## config.mk

```make
export PLATFORM = sky130hd
export DESIGN_NAME = boss_motion_flat
export DESIGN_NICKNAME = d
export VERILOG_FILES = /design/src/rtl/boss_pkg.sv /design/src/rtl/boss_motion_if.sv /design/src/rtl/boss_health.sv /design/src/rtl/boss_motion.sv /design/src/flat_wrapper.sv
export SDC_FILE = /design/constraint.sdc
export NUM_CORES = 1
export LEC_CHECK = 0
export CORE_UTILIZATION = 56
export CTS_CLUSTER_SIZE = 8
export DETAILED_ROUTE_END_ITERATION = 8
export PLACE_DENSITY = 0.93
export REMOVE_ABC_BUFFERS = 1
export SKIP_CTS_REPAIR_TIMING = 1
export SYNTH_ARGS = -nofsm -noshare
export SYNTH_HDL_FRONTEND = slang
export SYNTH_SLANG_ARGS = --single-unit
```

## constraint.sdc

```tcl
create_clock -name frame_clk -period 3.2 [get_ports frame_clk]
set_input_delay 0.48 -clock frame_clk [delete_from_list [all_inputs] [get_ports frame_clk]]
set_output_delay 0.48 -clock frame_clk [all_outputs]
set_load 0.01 [all_outputs]
```

## src/rtl/boss_pkg.sv

```systemverilog
// Shared constants, types and the motion-command priority encoder for the boss sprite datapath.
package boss_pkg;

  localparam int unsigned POS_W    = 10;
  localparam int unsigned HP_W     = 5;
  localparam int unsigned IF_W     = 4;

  localparam int unsigned X_CENTER = 320;
  localparam int unsigned X_MIN    = 60;
  localparam int unsigned X_MAX    = 580;
  localparam int unsigned Y_TOP    = 40;
  localparam int unsigned Y_BOTTOM = 360;
  localparam int unsigned X_STEP   = 2;
  localparam int unsigned Y_DOWN   = 4;
  localparam int unsigned Y_UP     = 2;
  localparam int unsigned MAX_HP   = 16;
  localparam int unsigned IFRAMES  = 8;

  typedef enum logic [1:0] {CMD_HOLD, CMD_BNF, CMD_DOWN, CMD_UP} motion_cmd_t;
  typedef enum logic {DIR_POS, DIR_NEG} dir_t;

  // The control FSM drives one-hot commands; the fixed priority keeps the datapath
  // well defined if more than one is ever asserted.
  function automatic motion_cmd_t encode_cmd(input logic down, input logic up,
                                             input logic bnf, input logic hold);
    if (down)      return CMD_DOWN;
    else if (up)   return CMD_UP;
    else if (bnf)  return CMD_BNF;
    else if (hold) return CMD_HOLD;
    return CMD_HOLD;
  endfunction

endpackage

```

## src/rtl/boss_motion_if.sv

```systemverilog
// Command/status bundle between the boss control FSM side and the boss motion datapath.
interface boss_motion_if;
  import boss_pkg::*;

  logic [2:0]       difficulty;
  logic             Boss_exists;
  logic             boss_hold;
  logic             boss_back_and_forth;
  logic             boss_flydown;
  logic             boss_rise;
  logic             bullet_hit;
  logic [POS_W-1:0] BossX;
  logic [POS_W-1:0] BossY;
  logic             hit_bottom;
  logic             hit_top;
  logic [HP_W-1:0]  boss_hp;
  logic             boss_flash;
  logic             beat_Boss;

  modport master (
    output difficulty, Boss_exists, boss_hold, boss_back_and_forth, boss_flydown,
           boss_rise, bullet_hit,
    input  BossX, BossY, hit_bottom, hit_top, boss_hp, boss_flash, beat_Boss
  );

  modport slave (
    input  difficulty, Boss_exists, boss_hold, boss_back_and_forth, boss_flydown,
           boss_rise, bullet_hit,
    output BossX, BossY, hit_bottom, hit_top, boss_hp, boss_flash, beat_Boss
  );
endinterface

```

## src/rtl/boss_health.sv

```systemverilog
// Boss health: hit counter with invulnerability frames and the sticky defeat flag.
module boss_health
  import boss_pkg::*;
(
  input  logic            frame_clk,
  input  logic            Reset_n,
  input  logic            boss_exists,
  input  logic            bullet_hit,
  output logic [HP_W-1:0] boss_hp,
  output logic            boss_flash,
  output logic            beat_boss
);

  logic [IF_W-1:0] iframe;
  logic            hit_ok;

  // Hits landing while invulnerable or already dead are dropped, never queued.
  assign hit_ok     = bullet_hit && boss_exists && (iframe == '0) && (boss_hp != '0);
  assign boss_flash = (iframe != '0);

  // Health, invulnerability countdown and defeat latch.
  always_ff @(posedge frame_clk or negedge Reset_n) begin
    if (!Reset_n) begin
      boss_hp   <= HP_W'(MAX_HP);
      iframe    <= '0;
      beat_boss <= 1'b0;
    end else begin
      // NOTE: sequential state uses non-blocking assignments so every register samples
      // the pre-edge values, independent of statement order.
      beat_boss <= beat_boss || (boss_hp == '0);
      if (!boss_exists) begin
        iframe <= '0;
        // A defeated boss keeps hp at 0 until a full reset.
        if (!beat_boss && boss_hp != '0) boss_hp <= HP_W'(MAX_HP);
      end else if (hit_ok) begin
        boss_hp <= boss_hp - HP_W'(1);
        iframe  <= IF_W'(IFRAMES);
      end else if (iframe != '0) begin
        iframe <= iframe - IF_W'(1);
      end
    end
  end

endmodule

```

## src/rtl/boss_motion.sv

```systemverilog
// Boss sprite motion datapath: applies FSM motion commands to the sprite position,
// reports floor/ceiling contact and wraps the health tracker.
module boss_motion
  import boss_pkg::*;
(
  input  logic         frame_clk,
  input  logic         Reset_n,
  boss_motion_if.slave bus
);

  logic [POS_W-1:0] boss_x, boss_y, x_nxt, y_nxt;
  dir_t             dir, dir_nxt;
  motion_cmd_t      cmd;
  logic [POS_W:0]   step;

  assign cmd  = encode_cmd(bus.boss_flydown, bus.boss_rise, bus.boss_back_and_forth,
                           bus.boss_hold);
  assign step = (POS_W+1)'(X_STEP) + (POS_W+1)'(bus.difficulty);

  // Next position/direction; all arithmetic one bit wider than the position to avoid wrap.
  always_comb begin
    // NOTE: every output of this block gets a default first, so no path can infer a latch.
    x_nxt   = boss_x;
    y_nxt   = boss_y;
    dir_nxt = dir;
    if (!bus.Boss_exists) begin
      x_nxt   = POS_W'(X_CENTER);
      y_nxt   = POS_W'(Y_TOP);
      dir_nxt = DIR_POS;
    end else begin
      unique case (cmd)
        CMD_DOWN: begin
          if (({1'b0, boss_y} + (POS_W+1)'(Y_DOWN)) >= (POS_W+1)'(Y_BOTTOM))
            y_nxt = POS_W'(Y_BOTTOM);
          else
            y_nxt = POS_W'({1'b0, boss_y} + (POS_W+1)'(Y_DOWN));
        end
        CMD_UP: begin
          if ({1'b0, boss_y} < (POS_W+1)'(Y_TOP + Y_UP))
            y_nxt = POS_W'(Y_TOP);
          else
            y_nxt = POS_W'({1'b0, boss_y} - (POS_W+1)'(Y_UP));
        end
        CMD_BNF: begin
          if (dir == DIR_POS) begin
            if (({1'b0, boss_x} + step) >= (POS_W+1)'(X_MAX)) begin
              x_nxt   = POS_W'(X_MAX);
              dir_nxt = DIR_NEG;
            end else begin
              x_nxt = POS_W'({1'b0, boss_x} + step);
            end
          end else begin
            if ({1'b0, boss_x} < ((POS_W+1)'(X_MIN) + step)) begin
              x_nxt   = POS_W'(X_MIN);
              dir_nxt = DIR_POS;
            end else begin
              x_nxt = POS_W'({1'b0, boss_x} - step);
            end
          end
        end
        default: ;
      endcase
    end
  end

  // Position and direction registers.
  always_ff @(posedge frame_clk or negedge Reset_n) begin
    if (!Reset_n) begin
      boss_x <= POS_W'(X_CENTER);
      boss_y <= POS_W'(Y_TOP);
      dir    <= DIR_POS;
    end else begin
      boss_x <= x_nxt;
      boss_y <= y_nxt;
      dir    <= dir_nxt;
    end
  end

  assign bus.BossX      = boss_x;
  assign bus.BossY      = boss_y;
  assign bus.hit_bottom = bus.Boss_exists && (boss_y == POS_W'(Y_BOTTOM));
  assign bus.hit_top    = bus.Boss_exists && (boss_y == POS_W'(Y_TOP));

  boss_health u_health (
    .frame_clk   (frame_clk),
    .Reset_n     (Reset_n),
    .boss_exists (bus.Boss_exists),
    .bullet_hit  (bus.bullet_hit),
    .boss_hp     (bus.boss_hp),
    .boss_flash  (bus.boss_flash),
    .beat_boss   (bus.beat_Boss)
  );

endmodule

```

## src/flat_wrapper.sv

```systemverilog
// flat-port wrapper written by rule: the top's interface ports become plain ports
module boss_motion_flat import boss_pkg::*;
  (frame_clk, Reset_n, bus_difficulty, bus_Boss_exists, bus_boss_hold, bus_boss_back_and_forth, bus_boss_flydown, bus_boss_rise, bus_bullet_hit, bus_BossX, bus_BossY, bus_hit_bottom, bus_hit_top, bus_boss_hp, bus_boss_flash, bus_beat_Boss);
  boss_motion_if bus_i ();
  input  logic frame_clk;
  input  logic Reset_n;
  input wire logic [$bits(bus_i.difficulty)-1:0] bus_difficulty;
  input wire logic [$bits(bus_i.Boss_exists)-1:0] bus_Boss_exists;
  input wire logic [$bits(bus_i.boss_hold)-1:0] bus_boss_hold;
  input wire logic [$bits(bus_i.boss_back_and_forth)-1:0] bus_boss_back_and_forth;
  input wire logic [$bits(bus_i.boss_flydown)-1:0] bus_boss_flydown;
  input wire logic [$bits(bus_i.boss_rise)-1:0] bus_boss_rise;
  input wire logic [$bits(bus_i.bullet_hit)-1:0] bus_bullet_hit;
  output wire logic [$bits(bus_i.BossX)-1:0] bus_BossX;
  output wire logic [$bits(bus_i.BossY)-1:0] bus_BossY;
  output wire logic [$bits(bus_i.hit_bottom)-1:0] bus_hit_bottom;
  output wire logic [$bits(bus_i.hit_top)-1:0] bus_hit_top;
  output wire logic [$bits(bus_i.boss_hp)-1:0] bus_boss_hp;
  output wire logic [$bits(bus_i.boss_flash)-1:0] bus_boss_flash;
  output wire logic [$bits(bus_i.beat_Boss)-1:0] bus_beat_Boss;
  assign bus_i.difficulty = bus_difficulty;
  assign bus_i.Boss_exists = bus_Boss_exists;
  assign bus_i.boss_hold = bus_boss_hold;
  assign bus_i.boss_back_and_forth = bus_boss_back_and_forth;
  assign bus_i.boss_flydown = bus_boss_flydown;
  assign bus_i.boss_rise = bus_boss_rise;
  assign bus_i.bullet_hit = bus_bullet_hit;
  assign bus_BossX = bus_i.BossX;
  assign bus_BossY = bus_i.BossY;
  assign bus_hit_bottom = bus_i.hit_bottom;
  assign bus_hit_top = bus_i.hit_top;
  assign bus_boss_hp = bus_i.boss_hp;
  assign bus_boss_flash = bus_i.boss_flash;
  assign bus_beat_Boss = bus_i.beat_Boss;
  boss_motion u_core (.frame_clk(frame_clk), .Reset_n(Reset_n), .bus(bus_i));
endmodule
```

==> flow_summary_export.csv <==
group,metric,value,unit
placed_design,io_buffers,37,
timing,max_freq,328,MHz
global_route,antenna_found_initial,0,
layout,syn2layout_area_growth,21.7,%
logic_synthesis,yosys.area_share.simple,24.9,%
detailed_routing,first_iter_violations,348,
layout,antenna_cells,0,
floorplanning,start_util,58.6,%
floorplanning,design.die.area,5300,um^2
logic_synthesis,ys_seq_elements,30,
detailed_routing,dr_total_vias,2932,
logic_synthesis,yosys_warnings,0,
clock_network,clock_sinks,30,
timing,fin_skew,0.00389,ns
timing,final-setup-viol-count,0,
global_route,use_met3,5.39,%
logic_synthesis,ys_dominant_reg_cell,"dfrtp_1",
timing,drv_slew,0,
timing,fin_crit_sh,95.4,%
pwr,p_per_area,401,nW/um^2
detailed_routing,antenna_left,0,
logic_synthesis,synth_cell_type_count,75,
logic_synthesis,synth_compound_area_share,27.0,%
timing,post-route-min-period,3.05,ns
worst_hold_path,min_from,"u_core.u_health.beat_boss$_DFF_PN0_",
logic_synthesis,synth_top_family_by_area,"compound AO/OA/AOI/OAI gates",
setup_path,rrSetupSlack,0.54,ns
setup_path,worstReg2RegStart,"u_core.bus.BossX[0]$_DFFE_PN0P_",
logic_synthesis,yosysSeqAreaShare,27.0,%
global_route,grt_usage,30.3,%
detailed_routing,first_pass_iters,5,
logic_synthesis,synth-xor-area-share,2.81,%
setup_path,crit_arrival,3.21,ns
run,cap_violations,0,
placed_design,globalplace.congestion,0.892,
global_route,grt-ovfl-total,0,
global_route,grt_pass1_vias,2728,
layout,final_nets,425,
timing,worst_pin_slew,0.716,ns
layout,layout_common_cells,"clkdlybuf4s50_1 (37), nor2_1 (30), dfrtp_1 (25)",
setup_path,rr_worst_depth,8,
global_route,grt_busiest_layer,"met2",
logic_synthesis,synth_area,2810,um^2
layout,instances_no_fill,458,
clock_network,numCtsBuffers,5,
clock_network,path_clk_slew,0.07,ns
logic_synthesis,syn-instance-count,344,
logic_synthesis,synthAdderAreaFrac,11.2,%
setup_path,critPathLaunchType,"input port",
setup_path,worstSetupPathType,"in -> reg",
timing,rsz0062_at_grt,"no",
floorplanning,ios,40,
outcome,outcome,"finished clean",
global_route,use_met2,53.5,%
global_route,grt_max_degree,31,
worst_hold_path,hold_class,"reg -> reg",
detailed_routing,drc_errors,0,
logic_synthesis,muxShareOfSynthArea,1.16,%
worst_hold_path,min_to,"u_core.u_health.beat_boss$_DFF_PN0_",
floorplanning,core_area,4790,um^2
pwr,ir_drop,0.243,mV
detailed_routing,vias_per_cell,6.40,
floorplanning,die-width,72.8,um
placed_design,placed_cells,450,
setup_path,cp.required,3.36,ns
floorplanning,rows,25,
detailed_routing,wl_per_cell,16.3,um
setup_path,critPathMaxFanout,6,
placed_design,hpwl,5470,um
floorplanning,die_y,72.8,um
clock_network,cts_tree,"yes",
layout,final_util,71.3,%
setup_path,timing.rr.end,"u_core.bus.BossX[0]$_DFFE_PN0P_",
timing,hold_slack,0.518,ns
layout,layout-drive-gt1-share,12.5,%
logic_synthesis,async_reset_ff_share,100,%
global_route,use_met1,35.3,%
clock_network,cts.htree.levels,2,
detailed_routing,wirelength,7470,um
setup_path,crit_path_end_kind,"flip-flop",
pwr,finalPower,0.00137,W
clock_network,root_buffer,"clkbuf_8",
logic_synthesis,synth-edff-count,0,
clock_network,cts_buffer_depth,2,
layout,n_fill_cell,368,
worst_hold_path,hold_path_depth,1,
layout,final_common_cell,"clkdlybuf4s50_1",
timing,hold_viol_final,0,
logic_synthesis,syn_area_per_cell,8.16,um^2
pwr,p_leak,1.41,nW
timing,slew_headroom,52.3,%
global_route,grt_pass1_wl,12500,um
clock_network,clk_latency,0.29,ns
-- critical path, stage by stage --
cell and delay, ns:
clkdlybuf4s50_1 0.49, inv_1 0.07, ha_1 0.30, ha_1 0.33
a211oi_2 0.08, or3_1 0.41, xnor2_1 0.17, o2111a_2 0.33
a2111oi_0 0.44, nor3b_1 0.11
-- cell families (layout without fill, tap and decap cells) --
family,Yosys count,after routing
buffers and inverters,38,85
other,1,1
adder cells (fa/ha/maj),24,24
AND/OR/NAND/NOR,132,132
XOR/XNOR,9,9
flip-flops,30,30
multiplexers,3,3
AO/OA/AOI/OAI,107,107
-- cells in the mapped netlist (all sizes together), types with 3 or more instances --
master / n / area (um^2)
nor2: 31 / 119
dfrtp: 25 / 626
nand2: 24 / 90.1
o21ai: 24 / 124
ha: 22 / 275
a21oi: 21 / 109
inv: 20 / 75.1
nor3: 15 / 75.1
nand3: 14 / 70.1
clkbuf: 10 / 37.5
buf: 7 / 46.3
a211oi: 6 / 62.6
o21a: 6 / 46.3
xnor2: 6 / 52.6
dfstp: 5 / 131
nand2b: 5 / 31.3
nand4: 5 / 31.3
nor3b: 5 / 47.5
o211ai: 5 / 37.5
or3: 5 / 31.3
a21o: 4 / 30.0
a31oi: 4 / 25.0
nor2b: 4 / 25.0
nor4: 4 / 25.0
or2: 4 / 25.0
a21boi: 3 / 22.5
a221oi: 3 / 26.3
a22oi: 3 / 22.5
and3: 3 / 18.8
xor2: 3 / 26.3
-- report_power, final --
part / total (W) / switching (W) / internal, W
clock network: 0.000328 / 0.000155 / 0.000173
registers: 0.000512 / 0.0000700 / 0.000442
logic: 0.000529 / 0.000268 / 0.000261
total: 0.00137 / 0.000494 / 0.000876
-- stage by stage --
stage / setup TNS [ns] / cell area [um^2] / worst slack (ns)
final: 0 / 3410 / 0.147
after global routing: 0 / 3410 / 0.0156
after CTS: 0 / 3410 / 0.139
after detailed placement: -0.458 / 3320 / -0.145
after global placement: -0.0171 / 3320 / -0.0171
after floorplan: 0 / 2720 / 0.265
-- layout make-up --
cell class / instances / area, um^2 / share of cell area [%]
Inverter: 21 / 78.8 / 2.31
Timing Repair Buffer: 56 / 513 / 15.0
Multi-Input combinational cell: 276 / 1890 / 55.3
Tap cell: 67 / 83.8 / 2.46
Clock buffer: 6 / 82.6 / 2.42
Sequential cell: 30 / 757 / 22.2
Clock inverter: 2 / 12.5 / 0.366
-- metal layers --
metal  wire length (um)  share of wire (%)  vias to the layer above
li1                   -                  -                     1371
met1               3020                 40                     1392
met2               3750                 50                      148
met3                521                7.0                       21
met4                187                2.5                        0
met5                  0                  0                        -
-- flip-flops by register name, summed over array words and instances (netlist names) --
name,flops
u_core.bus.BossX,10
u_core.bus.BossY,9
u_core.dir,1
u_core.u_health.beat_boss,1
u_core.u_health.boss_hp,5
u_core.u_health.iframe,4
-- worst max-delay path by stage --
stage	startpoint	endpoint	slack, ns	depth (start not counted)
global route	bus_difficulty[1]	u_core.bus.BossX[0]$_DFFE_PN0P_	0.02	11
global placement	bus_difficulty[1]	u_core.bus.BossX[1]$_DFFE_PN0P_	-0.02	10
floorplan	bus_difficulty[1]	u_core.bus.BossX[1]$_DFFE_PN0P_	0.26	9
finish	bus_difficulty[2]	u_core.bus.BossX[0]$_DFFE_PN0P_	0.15	10
detailed placement	bus_difficulty[2]	u_core.bus.BossX[0]$_DFFE_PN0P_	-0.15	10
CTS	bus_difficulty[2]	u_core.bus.BossX[0]$_DFFE_PN0P_	0.14	10
(Power assumes the default switching activity.)
